**config.mk**
```make
export PLATFORM = sky130hd
export DESIGN_NAME = morph3x3_stream
export DESIGN_NICKNAME = d
export VERILOG_FILES = /design/src/rtl/morph_pkg.sv /design/src/rtl/morph_minmax_chan.sv /design/src/rtl/morph3x3_stream.sv
export SDC_FILE = /design/constraint.sdc
export NUM_CORES = 1
export LEC_CHECK = 0
export BUFFER_PORTS_ARGS = -buffer_cell sky130_fd_sc_hd__buf_2
export CORE_ASPECT_RATIO = 1.5
export CORE_MARGIN = 10
export CORE_UTILIZATION = 51
export DETAILED_ROUTE_END_ITERATION = 6
export MAX_ROUTING_LAYER = met4
export PLACE_DENSITY = 0.69
export SYNTH_ARGS = -nofsm -noshare
export SYNTH_HDL_FRONTEND = slang
export SYNTH_SLANG_ARGS = --single-unit
export TNS_END_PERCENT = 5
```
**constraint.sdc**
```tcl
create_clock -name clk -period 39.6 [get_ports clk]
set_clock_uncertainty 0.2 [all_clocks]
set_input_delay 7.92 -clock clk [delete_from_list [all_inputs] [get_ports clk]]
set_output_delay 7.92 -clock clk [all_outputs]
set_load 0.05 [all_outputs]
```
**src/rtl/morph_pkg.sv**
```systemverilog
// Shared constants for the streaming 3x3 morphological operator.
package morph_pkg;

  localparam logic MODE_DILATE = 1'b0;
  localparam logic MODE_ERODE  = 1'b1;

  localparam logic SE_CROSS  = 1'b0;
  localparam logic SE_SQUARE = 1'b1;

  // Per-slot flag vector layout
  localparam int FLG_VALID = 0;
  localparam int FLG_FIRST = 1;
  localparam int FLG_LAST  = 2;
  localparam int FLG_TOP   = 3;
  localparam int FLG_BOT   = 4;
  localparam int FLG_MODE  = 5;
  localparam int FLG_SE    = 6;
  localparam int FLG_W     = 7;

  // Tap index = row*3 + column (row 0 = upper, column 0 = left); centre is tap 4
  localparam logic [8:0] MASK_CROSS  = 9'b010_111_010;
  localparam logic [8:0] MASK_SQUARE = 9'b111_111_111;

endpackage

```
**src/rtl/morph_minmax_chan.sv**
```systemverilog
// Combinational 9-tap min/max reducer for one channel; disabled taps are skipped.
module morph_minmax_chan
  import morph_pkg::*;
#(
  parameter int CH_WIDTH = 8
) (
  input  logic                  mode,
  input  logic [8:0]            mask,
  input  logic [9*CH_WIDTH-1:0] pix,
  output logic [CH_WIDTH-1:0]   res
);

  logic [CH_WIDTH-1:0] p;

  // The centre tap seeds the accumulator so an all-zero mask still yields the centre
  always_comb begin
    res = pix[4*CH_WIDTH +: CH_WIDTH];
    p   = '0;
    for (int i = 0; i < 9; i++) begin
      p = pix[i*CH_WIDTH +: CH_WIDTH];
      if (mask[i]) begin
        if (mode == MODE_DILATE) begin
          if (p > res) res = p;
        end else begin
          if (p < res) res = p;
        end
      end
    end
  end

endmodule

```
**src/rtl/morph3x3_stream.sv**
```systemverilog
// Streaming 3x3 dilate/erode over three pre-aligned rows with edge replication.
// Define MORPH_SQUARE_SE_EN to honour se_sel and build the diagonal taps.
module morph3x3_stream
  import morph_pkg::*;
#(
  parameter int PIC_WIDTH = 250,
  parameter int CH_WIDTH  = 8,
  parameter int CHANNELS  = 3
) (
  input  logic                         clk,
  input  logic                         rst,
  input  logic                         valid_in,
  input  logic [CH_WIDTH*CHANNELS-1:0] din1,
  input  logic [CH_WIDTH*CHANNELS-1:0] din2,
  input  logic [CH_WIDTH*CHANNELS-1:0] din3,
  input  logic                         row_top,
  input  logic                         row_bot,
  input  logic                         mode,
  input  logic                         se_sel,
  output logic                         valid_out,
  output logic [CH_WIDTH*CHANNELS-1:0] dout,
  output logic                         eol_out
);

  localparam int DW = CH_WIDTH * CHANNELS;
  localparam int CW = (PIC_WIDTH > 1) ? $clog2(PIC_WIDTH) : 1;
  localparam logic [CW-1:0] COL_LAST = CW'(PIC_WIDTH - 1);

  logic [CW-1:0]    col;
  logic             tail_pending;
  logic             line_mode;
  logic [DW-1:0]    up_q[3], mid_q[3], dn_q[3];
  logic [FLG_W-1:0] flg_q[3];
  logic [DW-1:0]    up_n[3], mid_n[3], dn_n[3];
  logic [FLG_W-1:0] flg_n[3];
  logic [FLG_W-1:0] new_flg, cf;
  logic             shift, col_first, col_last, emit;
  logic [DW-1:0]    cu[3], cm[3], cd[3], tap[9];
  logic [8:0]       mask;
  logic [DW-1:0]    red;

`ifdef MORPH_SQUARE_SE_EN
  logic line_se;
`else
  logic unused_se;
  assign unused_se = se_sel;
`endif

  // Post-shift window; a shift without valid_in pushes a bubble into W0
  always_comb begin
    shift     = valid_in | tail_pending;
    col_first = valid_in && (col == '0);
    col_last  = valid_in && (col == COL_LAST);
    new_flg   = '0;
    new_flg[FLG_VALID] = valid_in;
    new_flg[FLG_FIRST] = col_first;
    new_flg[FLG_LAST]  = col_last;
    new_flg[FLG_TOP]   = valid_in & row_top;
    new_flg[FLG_BOT]   = valid_in & row_bot;
    new_flg[FLG_MODE]  = valid_in & (col_first ? mode : line_mode);
`ifdef MORPH_SQUARE_SE_EN
    new_flg[FLG_SE]    = valid_in & (col_first ? se_sel : line_se);
`endif
    for (int i = 0; i < 3; i++) begin
      up_n[i]  = up_q[i];
      mid_n[i] = mid_q[i];
      dn_n[i]  = dn_q[i];
      flg_n[i] = flg_q[i];
    end
    if (shift) begin
      up_n[0]  = din1;
      mid_n[0] = din2;
      dn_n[0]  = din3;
      flg_n[0] = new_flg;
      for (int i = 1; i < 3; i++) begin
        up_n[i]  = up_q[i-1];
        mid_n[i] = mid_q[i-1];
        dn_n[i]  = dn_q[i-1];
        flg_n[i] = flg_q[i-1];
      end
    end
    emit = shift && flg_n[1][FLG_VALID] &&
           ((flg_n[0][FLG_VALID] && !flg_n[0][FLG_FIRST]) || flg_n[1][FLG_LAST]);
  end

  // Replicate the centre column/row across line and frame edges
  always_comb begin
    cf    = flg_n[1];
    cu[1] = up_n[1];
    cm[1] = mid_n[1];
    cd[1] = dn_n[1];
    cu[0] = cf[FLG_FIRST] ? up_n[1]  : up_n[2];
    cm[0] = cf[FLG_FIRST] ? mid_n[1] : mid_n[2];
    cd[0] = cf[FLG_FIRST] ? dn_n[1]  : dn_n[2];
    cu[2] = cf[FLG_LAST]  ? up_n[1]  : up_n[0];
    cm[2] = cf[FLG_LAST]  ? mid_n[1] : mid_n[0];
    cd[2] = cf[FLG_LAST]  ? dn_n[1]  : dn_n[0];
    for (int k = 0; k < 3; k++) begin
      tap[k]     = cf[FLG_TOP] ? cm[k] : cu[k];
      tap[3 + k] = cm[k];
      tap[6 + k] = cf[FLG_BOT] ? cm[k] : cd[k];
    end
`ifdef MORPH_SQUARE_SE_EN
    mask = (cf[FLG_SE] == SE_SQUARE) ? MASK_SQUARE : MASK_CROSS;
`else
    tap[0] = '0;
    tap[2] = '0;
    tap[6] = '0;
    tap[8] = '0;
    mask   = MASK_CROSS;
`endif
  end

  for (genvar ch = 0; ch < CHANNELS; ch++) begin : g_chan
    logic [9*CH_WIDTH-1:0] pix;

    always_comb begin
      pix = '0;
      for (int t = 0; t < 9; t++) pix[t*CH_WIDTH +: CH_WIDTH] = tap[t][ch*CH_WIDTH +: CH_WIDTH];
    end

    morph_minmax_chan #(.CH_WIDTH(CH_WIDTH)) u_red (
      .mode (cf[FLG_MODE]),
      .mask (mask),
      .pix  (pix),
      .res  (red[ch*CH_WIDTH +: CH_WIDTH])
    );
  end

  always_ff @(posedge clk) begin
    if (rst) begin
      col          <= '0;
      tail_pending <= 1'b0;
      line_mode    <= MODE_DILATE;
`ifdef MORPH_SQUARE_SE_EN
      line_se      <= SE_CROSS;
`endif
      valid_out    <= 1'b0;
      dout         <= '0;
      eol_out      <= 1'b0;
      for (int i = 0; i < 3; i++) begin
        up_q[i]  <= '0;
        mid_q[i] <= '0;
        dn_q[i]  <= '0;
        flg_q[i] <= '0;
      end
    end else begin
      for (int i = 0; i < 3; i++) begin
        up_q[i]  <= up_n[i];
        mid_q[i] <= mid_n[i];
        dn_q[i]  <= dn_n[i];
        flg_q[i] <= flg_n[i];
      end
      if (valid_in) col <= col_last ? '0 : col + 1'b1;
      if (col_last) tail_pending <= 1'b1;
      else if (shift) tail_pending <= 1'b0;
      if (col_first) line_mode <= mode;
`ifdef MORPH_SQUARE_SE_EN
      if (col_first) line_se <= se_sel;
`endif
      valid_out <= emit;
      eol_out   <= emit && cf[FLG_LAST];
      if (emit) dout <= red;
    end
  end

endmodule

```
* Word level (Yosys, flattened, before mapping) *
Memory sizes are Yosys's and may differ from the RTL's.
Index checks and enable logic that the tools add are counted.
W data, S select, Z words.

word-level totals
  register bits after elaboration = 36
  bits in writable memories = 237
  input port bits = 79
  output and inout bits = 26
  word-level logic and storage cells = 142
  memories = 4

memories
  name   depth  bits a word  read ports  clocked after Yosys merged registers in  write ports  RTL line               source
  dn_q   3      24           2           0                                        3            morph3x3_stream.sv:32  logic [DW-1:0] up_q[3], mid_q[3], dn_q[3];
  mid_q  3      24           3           0                                        3            morph3x3_stream.sv:32
  up_q   3      24           2           0                                        3            morph3x3_stream.sv:32
  flg_q  3      7            2           0                                        3            morph3x3_stream.sv:33  logic [FLG_W-1:0] flg_q[3];

operators by class
  add/subtract/negate cells = 1
  order comparisons = 30
  eq/ne operators = 2
  multiplexer cells = 72
  bitwise operators = 16
  reduce and logical (&&, ||, !) cells = 11

operators by type and width
  operator               count
  $mux W8                46
  $mux W24               13
  $mux W72               3
  $gt A8 B8 Y1           15
  $lt A8 B8 Y1           15
  $mux W21               1
  $mux W7                3
  $or A1 B1 Y1           13
  $add A8 B1 Y8 const B  1
  $eq A8 B8 Y1 const B   1
  $logic_not A8 Y1       1
  $logic_and A1 B1 Y1    6
  $mux W1                6
  $and A1 B1 Y1          3
  $reduce_and A2 Y1      1
  $reduce_bool A2 Y1     1
  $logic_not A1 Y1       1
  $logic_or A1 B1 Y1     1
  $ne A1 B1 Y1 const B   1

* Longest topological paths before layout *
  depth after elaboration = 21
  mapped depth = 60
  mapped depth without buffers = 53

* Cells and area by module *
Synthesis repeated with hierarchy kept, for this count alone.

unflattened totals
  cell total of the unflattened synthesis = 2460
  area total of the unflattened synthesis = 20334.5 sq um

modules (own cells, without submodules)
  module                               instances  cells each  area an instance (sq um)  seq. area each (sq um)
  morph3x3_stream                      1          977         10201.0                   5375.2
  morph_minmax_chan (g_chan[0].u_red)  1          495         3383.2                    0.0
  morph_minmax_chan (g_chan[2].u_red)  1          494         3375.7                    0.0
  morph_minmax_chan (g_chan[1].u_red)  1          494         3374.5                    0.0

* Least setup slack after synthesis *
OpenSTA, ideal clock, no wires.

  path type = input -> register
  from = input valid_in
  to = register dout[16]
  library setup time = 0.074 ns
  arrival = 18.715 ns
  required time = 39.326 ns
  slack = 20.611 ns
  cell stages on the path = 53
  path buffers = 8
  cell sequence = buf_2 nor2_1 mux2i_1 clkbuf_1 buf_1 nor2_1 a21oi_1 ha_1 a21oi_1 a21oi_1 or3_1 or3_1 o211ai_2 mux2_2 inv_1 ha_1 a21oi_1 nand2_1 [... 17 more ...] a21o_1 a21oi_1 o21ai_0 mux2_2 and2_1 clkbuf_1 a311o_1 buf_2 o211ai_1 ha_1 a21o_1 a21o_1 a21oi_1 o21ai_0 mux2i_1 clkbuf_1 mux2_2 a31oi_1

between the ends
  cells in the longest elaborated chain, start to end = 18
  elaborated cells on any way between the ends = 40
  classes of those cells = 10 x order compare; 23 x mux; 1 x bitwise; 6 x reduce/logical

ends and longest elaborated chain
  what                                                 RTL line                                          source
  start: declaration                                   morph3x3_stream.sv:12                             input logic valid_in,
  $or A1 B1 Y1                                         morph3x3_stream.sv:51                             shift = valid_in | tail_pending;
  $mux W72 / $mux W21 (equally long branches)          morph3x3_stream.sv:70                             if (shift) begin
  $mux W24                                             morph3x3_stream.sv:99                             tap[k] = cf[FLG_TOP] ? cm[k] : cu[k];
  $gt A8 B8 Y1 / $lt A8 B8 Y1 (equally long branches)  morph_minmax_chan.sv:23, morph_minmax_chan.sv:25
  $mux W8 (on tied branches)                           morph_minmax_chan.sv:23, morph_minmax_chan.sv:25
  $mux W8                                              morph_minmax_chan.sv:22                           if (mode == MODE_DILATE) begin
  $gt A8 B8 Y1 / $lt A8 B8 Y1 (equally long branches)  morph_minmax_chan.sv:23, morph_minmax_chan.sv:25
  $mux W8 (on tied branches)                           morph_minmax_chan.sv:23, morph_minmax_chan.sv:25
  [... 2 more ...]                                     -
  $mux W8 (on tied branches)                           morph_minmax_chan.sv:23, morph_minmax_chan.sv:25
  $mux W8                                              morph_minmax_chan.sv:22
  $gt A8 B8 Y1 / $lt A8 B8 Y1 (equally long branches)  morph_minmax_chan.sv:23, morph_minmax_chan.sv:25
  $mux W8 (on tied branches)                           morph_minmax_chan.sv:23, morph_minmax_chan.sv:25
  $mux W8                                              morph_minmax_chan.sv:22
  $gt A8 B8 Y1 / $lt A8 B8 Y1 (equally long branches)  morph_minmax_chan.sv:23, morph_minmax_chan.sv:25
  $mux W8 (on tied branches)                           morph_minmax_chan.sv:23, morph_minmax_chan.sv:25
  $mux W8                                              morph_minmax_chan.sv:22
  end signal: assignment                               morph3x3_stream.sv:163                            if (emit) dout <= red;
  end: declaration                                     morph3x3_stream.sv:21                             output logic [CH_WIDTH*CHANNELS-1:0] dout,

Parallel ways exist; a longest one is shown, timed or not. The select of a mux whose other input is x is not followed.
A chain may end at the register's enable or synchronous reset.

==> metrics.log <==
[metrics] Post-layout nets: 1980
[metrics] worst-skew pair later-pin latency: 0.54 ns
[metrics] CTS buffer count: 24
[metrics] most area-hungry cell type in the Yosys netlist: sky130_fd_sc_hd__edfxtp_1
[metrics] sink of the worst hold path: mid_q[0][54]
[metrics] I/O Pins: 105
[metrics] Internal Dissipation: 0.000539 W
[metrics] combined area of all synthesized cells: 0.0147 mm^2
[metrics] CTS hold repair buffers: 0
[metrics] sum of met3 wire segment lengths after detailed routing: 1.14 mm
[metrics] area inside the core boundary: 0.0285 mm^2
[metrics] wire length of the first global-routing pass: 64.8 mm
[metrics] number of buffers and inverters on the critical path: 4
[metrics] HPWL after detailed placement: 29.5 mm
[metrics] FF-to-FF path depth: 47
[metrics] number of unique standard cell types used by synthesis: 87
[metrics] Yosys warning count: 0
[metrics] worst max-slew margin expressed relative to the limit: 0.206
[metrics] worst setup path class: in -> reg
[metrics] Peak Freq: 47.1 MHz
[metrics] First-pass DRT Iterations: 5
[metrics] Avg Synthesized Cell Area: 8.68 um^2
[metrics] post-layout min period: 21.24 ns
[metrics] startpoint of the most critical register-to-register path: tail_pending
[metrics] top flip-flop cell by instance count after synthesis: sky130_fd_sc_hd__dfxtp_1
[metrics] area added between synthesis and finish: 11.8%
[metrics] family of cells with the greatest summed delay on the critical path: compound AO/OA/AOI/OAI gates
[metrics] biggest cell delay along the critical path: 0.72 ns
[metrics] peak ir drop on the vdd network: 0.0450 mV
[metrics] unrepaired setup endpoints after global routing: false
[metrics] Antenna Violating Nets Remaining: 0
[metrics] initial antenna violation count: 0
[metrics] FF/Latch Area: 0.00538 mm^2
[metrics] highest routed layer: met4
[metrics] number of gates resized after CTS: 0
[metrics] number of sinks driven by the clock tree: 215
[metrics] pin count of the biggest net entering global routing: 81
[metrics] overall power: 0.000880 W
[metrics] cell area power density: 53.7 mW/mm^2
[metrics] sw frac: 0.387
[metrics] async set or reset register ratio after synthesis: 0
[metrics] M1 wire length: 15.0 mm
[metrics] iteration-0 DRC count of the detailed router: 584
[metrics] Final Hold Vio Count: 0
[metrics] final count of pins violating max slew: 0
[metrics] Via density: 5.95
[metrics] floorplan die height: 228 um
[metrics] total inserted antenna cells: 0
[metrics] H-Tree Depth: 1
[metrics] nature of the critical path startpoint: primary input
[metrics] gr ovfl total: 0
[metrics] fraction of final layout cells sized beyond drive strength 1: 0.123
[metrics] met2 WL post-DR: 22.4 mm
[metrics] crit path DAT: 21.49 ns
[metrics] total of max-cap violations: 0
[metrics] part of the total power dissipated in the clock network: 0.266
[metrics] run status: finished, final reports clean
[metrics] largest cells by area after synthesis: sky130_fd_sc_hd__edfxtp_1, sky130_fd_sc_hd__dfxtp_1, sky130_fd_sc_hd__ha_1
[metrics] Residual DRC: 0
[metrics] via count of the first global-routing pass: 12.9k
[metrics] Longest Clk Path Bufs: 3
[metrics] WHS Path Cells: 2
[metrics] number of enable-type register cells in the synthesized netlist: 107
[metrics] x dimension of the die: 158 um
[metrics] Overall Global Routing Usage: 0.230
[metrics] Slowest cell on crit path: sky130_fd_sc_hd__mux2i_1
[metrics] element type at the critical path end: flip-flop
[metrics] part of the power in registers: 0.292
[metrics] clock slew at reported path FFs: 0.06 ns
[metrics] net switching power figure: 0.000341 W
[metrics] setup-violating endpoint count in the final report: 0
[metrics] Std-Cell Rows: 76
[metrics] RD Place Congestion: 0.926
[metrics] crit path max fanout: 48
[metrics] count of state elements after synthesis: 215
[metrics] sequential element share of the synthesized area: 0.367
[metrics] class of the tightest hold or removal check: reg -> reg
[metrics] detail-routed net length per standard cell: 18.9 um
[metrics] total of fill cells in the finished design: 2643
[metrics] leakage power: 7.21 nW
[metrics] actual transition at the worst max-transition pin: 1.19 ns
[metrics] worst flop-to-flop path endpoint: dout[23]
[metrics] fraction of synthesized cell area taken by the top area cell type: 0.219
[metrics] combinational group share of total power: 0.442
[metrics] total number of vias: 12.8k
[metrics] flop2flop setup slack: 25.47 ns
[metrics] share of the core filled with cells in the final layout: 0.574
[metrics] Port Buffers: 103
[metrics] Post-Synthesis Cells: 1689
[metrics] Final Routed Wirelength: 40.6 mm
[metrics] clock tree from TritonCTS: done
[metrics] starting density of the core: 0.514
[metrics] Worst EP required: 39.86 ns
[metrics] clock root cell: sky130_fd_sc_hd__clkbuf_16
[metrics] total negative slack for setup checks: 0 ns
[metrics] Total Die Area: 0.0361 mm^2
[metrics] total area of multi-input combinational cells: 0.00894 mm^2
[metrics] Worst Hold Launch: mid_q[0][54]
[metrics] final period utilization: 0.536
[metrics] postcts setup bufs: 0
[sequential cells by signal, indices dropped and copies added, names as in the netlist]
register	count
dout	24
col	8
up_q	48
eol_out	1
dn_q	48
valid_out	1
line_mode	1
flg_q	11
mid_q	72
tail_pending	1
[cells in the mapped netlist (12+ instances only)]
master / count
sky130_fd_sc_hd__o211ai_1: 12
sky130_fd_sc_hd__nand3_1: 16
sky130_fd_sc_hd__nor2_1: 275
sky130_fd_sc_hd__inv_1: 38
sky130_fd_sc_hd__nand4_1: 28
sky130_fd_sc_hd__clkbuf_1: 73
sky130_fd_sc_hd__buf_2: 16
sky130_fd_sc_hd__o22ai_1: 22
sky130_fd_sc_hd__nand2b_1: 16
sky130_fd_sc_hd__mux2i_1: 114
sky130_fd_sc_hd__o2111ai_1: 13
sky130_fd_sc_hd__ha_1: 117
sky130_fd_sc_hd__a21oi_1: 161
sky130_fd_sc_hd__a211oi_1: 17
sky130_fd_sc_hd__a31oi_1: 12
sky130_fd_sc_hd__and3_1: 56
sky130_fd_sc_hd__o21ai_0: 62
sky130_fd_sc_hd__nand2_1: 173
sky130_fd_sc_hd__nor2b_1: 15
sky130_fd_sc_hd__o21a_1: 14
sky130_fd_sc_hd__dfxtp_1: 108
sky130_fd_sc_hd__mux2_2: 19
sky130_fd_sc_hd__edfxtp_1: 107
sky130_fd_sc_hd__buf_1: 13
sky130_fd_sc_hd__a21o_1: 36
[stage by stage]
step / hold slack [ns] / setup WS, ns / instance area (um^2) / cells
final: 0.250 / 18.36 / 16400 / 2153
after detailed placement: 0.243 / 18.12 / 15600 / 2109
after global placement: 0.235 / 18.26 / 15600 / 2109
after CTS: 0.251 / 18.56 / 16400 / 2153
after global routing: 0.269 / 17.37 / 16400 / 2153
after floorplan: 0.227 / 20.61 / 14900 / 1743
[power by group through the flow]
stage | Sequential [W] | Combinational, W | Clock, W
after floorplan | 0.000269 | 0.000291 | 0
after global placement | 0.000261 | 0.000374 | 0
after detailed placement | 0.000262 | 0.000383 | 0
after CTS | 0.000257 | 0.000387 | 0.000240
after global routing | 0.000258 | 0.000438 | 0.000248
final | 0.000257 | 0.000389 | 0.000234
[worst max path at each step]
stage / depth (start not counted) / slack [ns] / endpoint / from
after floorplan: 53 / 20.61 / dout[16] / valid_in
after global placement: 47 / 18.26 / dout[23] / valid_in
after detailed placement: 49 / 18.12 / dout[23] / valid_in
after CTS: 49 / 18.56 / dout[23] / valid_in
after global routing: 48 / 17.37 / dout[23] / valid_in
final: 48 / 18.36 / dout[23] / valid_in
[cell usage in the layout, fill, tap and decap left out, types with 15 or more instances in the layout]
master	instances
sky130_fd_sc_hd__o22ai_1	22
sky130_fd_sc_hd__nor2b_1	15
sky130_fd_sc_hd__buf_4	19
sky130_fd_sc_hd__inv_1	37
sky130_fd_sc_hd__clkbuf_16	27
sky130_fd_sc_hd__conb_1	55
sky130_fd_sc_hd__a21o_1	36
sky130_fd_sc_hd__a21oi_1	161
sky130_fd_sc_hd__nand4_1	28
sky130_fd_sc_hd__buf_2	102
sky130_fd_sc_hd__o21ai_0	61
sky130_fd_sc_hd__nand2b_1	16
sky130_fd_sc_hd__nand2_1	172
sky130_fd_sc_hd__mux2_2	19
sky130_fd_sc_hd__nor2_1	274
sky130_fd_sc_hd__dfxtp_1	108
sky130_fd_sc_hd__and3_1	56
sky130_fd_sc_hd__edfxtp_1	107
sky130_fd_sc_hd__mux2i_1	111
sky130_fd_sc_hd__a211oi_1	17
sky130_fd_sc_hd__ha_1	117
sky130_fd_sc_hd__nand3_1	16
[cell families (layout without fill, tap and decap cells)]
group | count (synthesis) | in the layout | synth area share
and+or+nand+nor | 647 | 647 | 0.203
AOI/OAI and AO/OA | 419 | 419 | 0.189
DFF | 215 | 215 | 0.367
buffers and inverters | 146 | 205 | 0.0408
muxes | 134 | 134 | 0.0935
adders and majority gates | 117 | 117 | 0.0999
xor gates and xnor gates | 10 | 10 | 0.00598
other | 1 | 55 | 0.000256
[layout make-up]
| class | instances | area share |
|---|---|---|
| Multi-Input combinational cell | 1382 | 0.546 |
| Sequential cell | 215 | 0.328 |
| Clock buffer | 29 | 0.0423 |
| Timing Repair Buffer | 121 | 0.0399 |
| Tap cell | 351 | 0.0268 |
| Inverter | 40 | 0.00916 |
| Clock inverter | 15 | 0.00825 |
[per-layer routing]
metal  GRT usage  vias up
li1            -     6302
met1       0.227     6104
met2       0.432      260
met3      0.0217      139
met4       0.122        0
met5           -        -
[worst register-to-register path: cells and delay by family (launching register included)]
kind	cells	cell delay, ns
compound gates	18	4.05
simple gates	14	3.34
mux	7	3.26
fa+ha+maj	5	1.55
buf+inv	3	1.02
flops	1	0.63
Note: power is estimated with default switching activity, not from simulation.
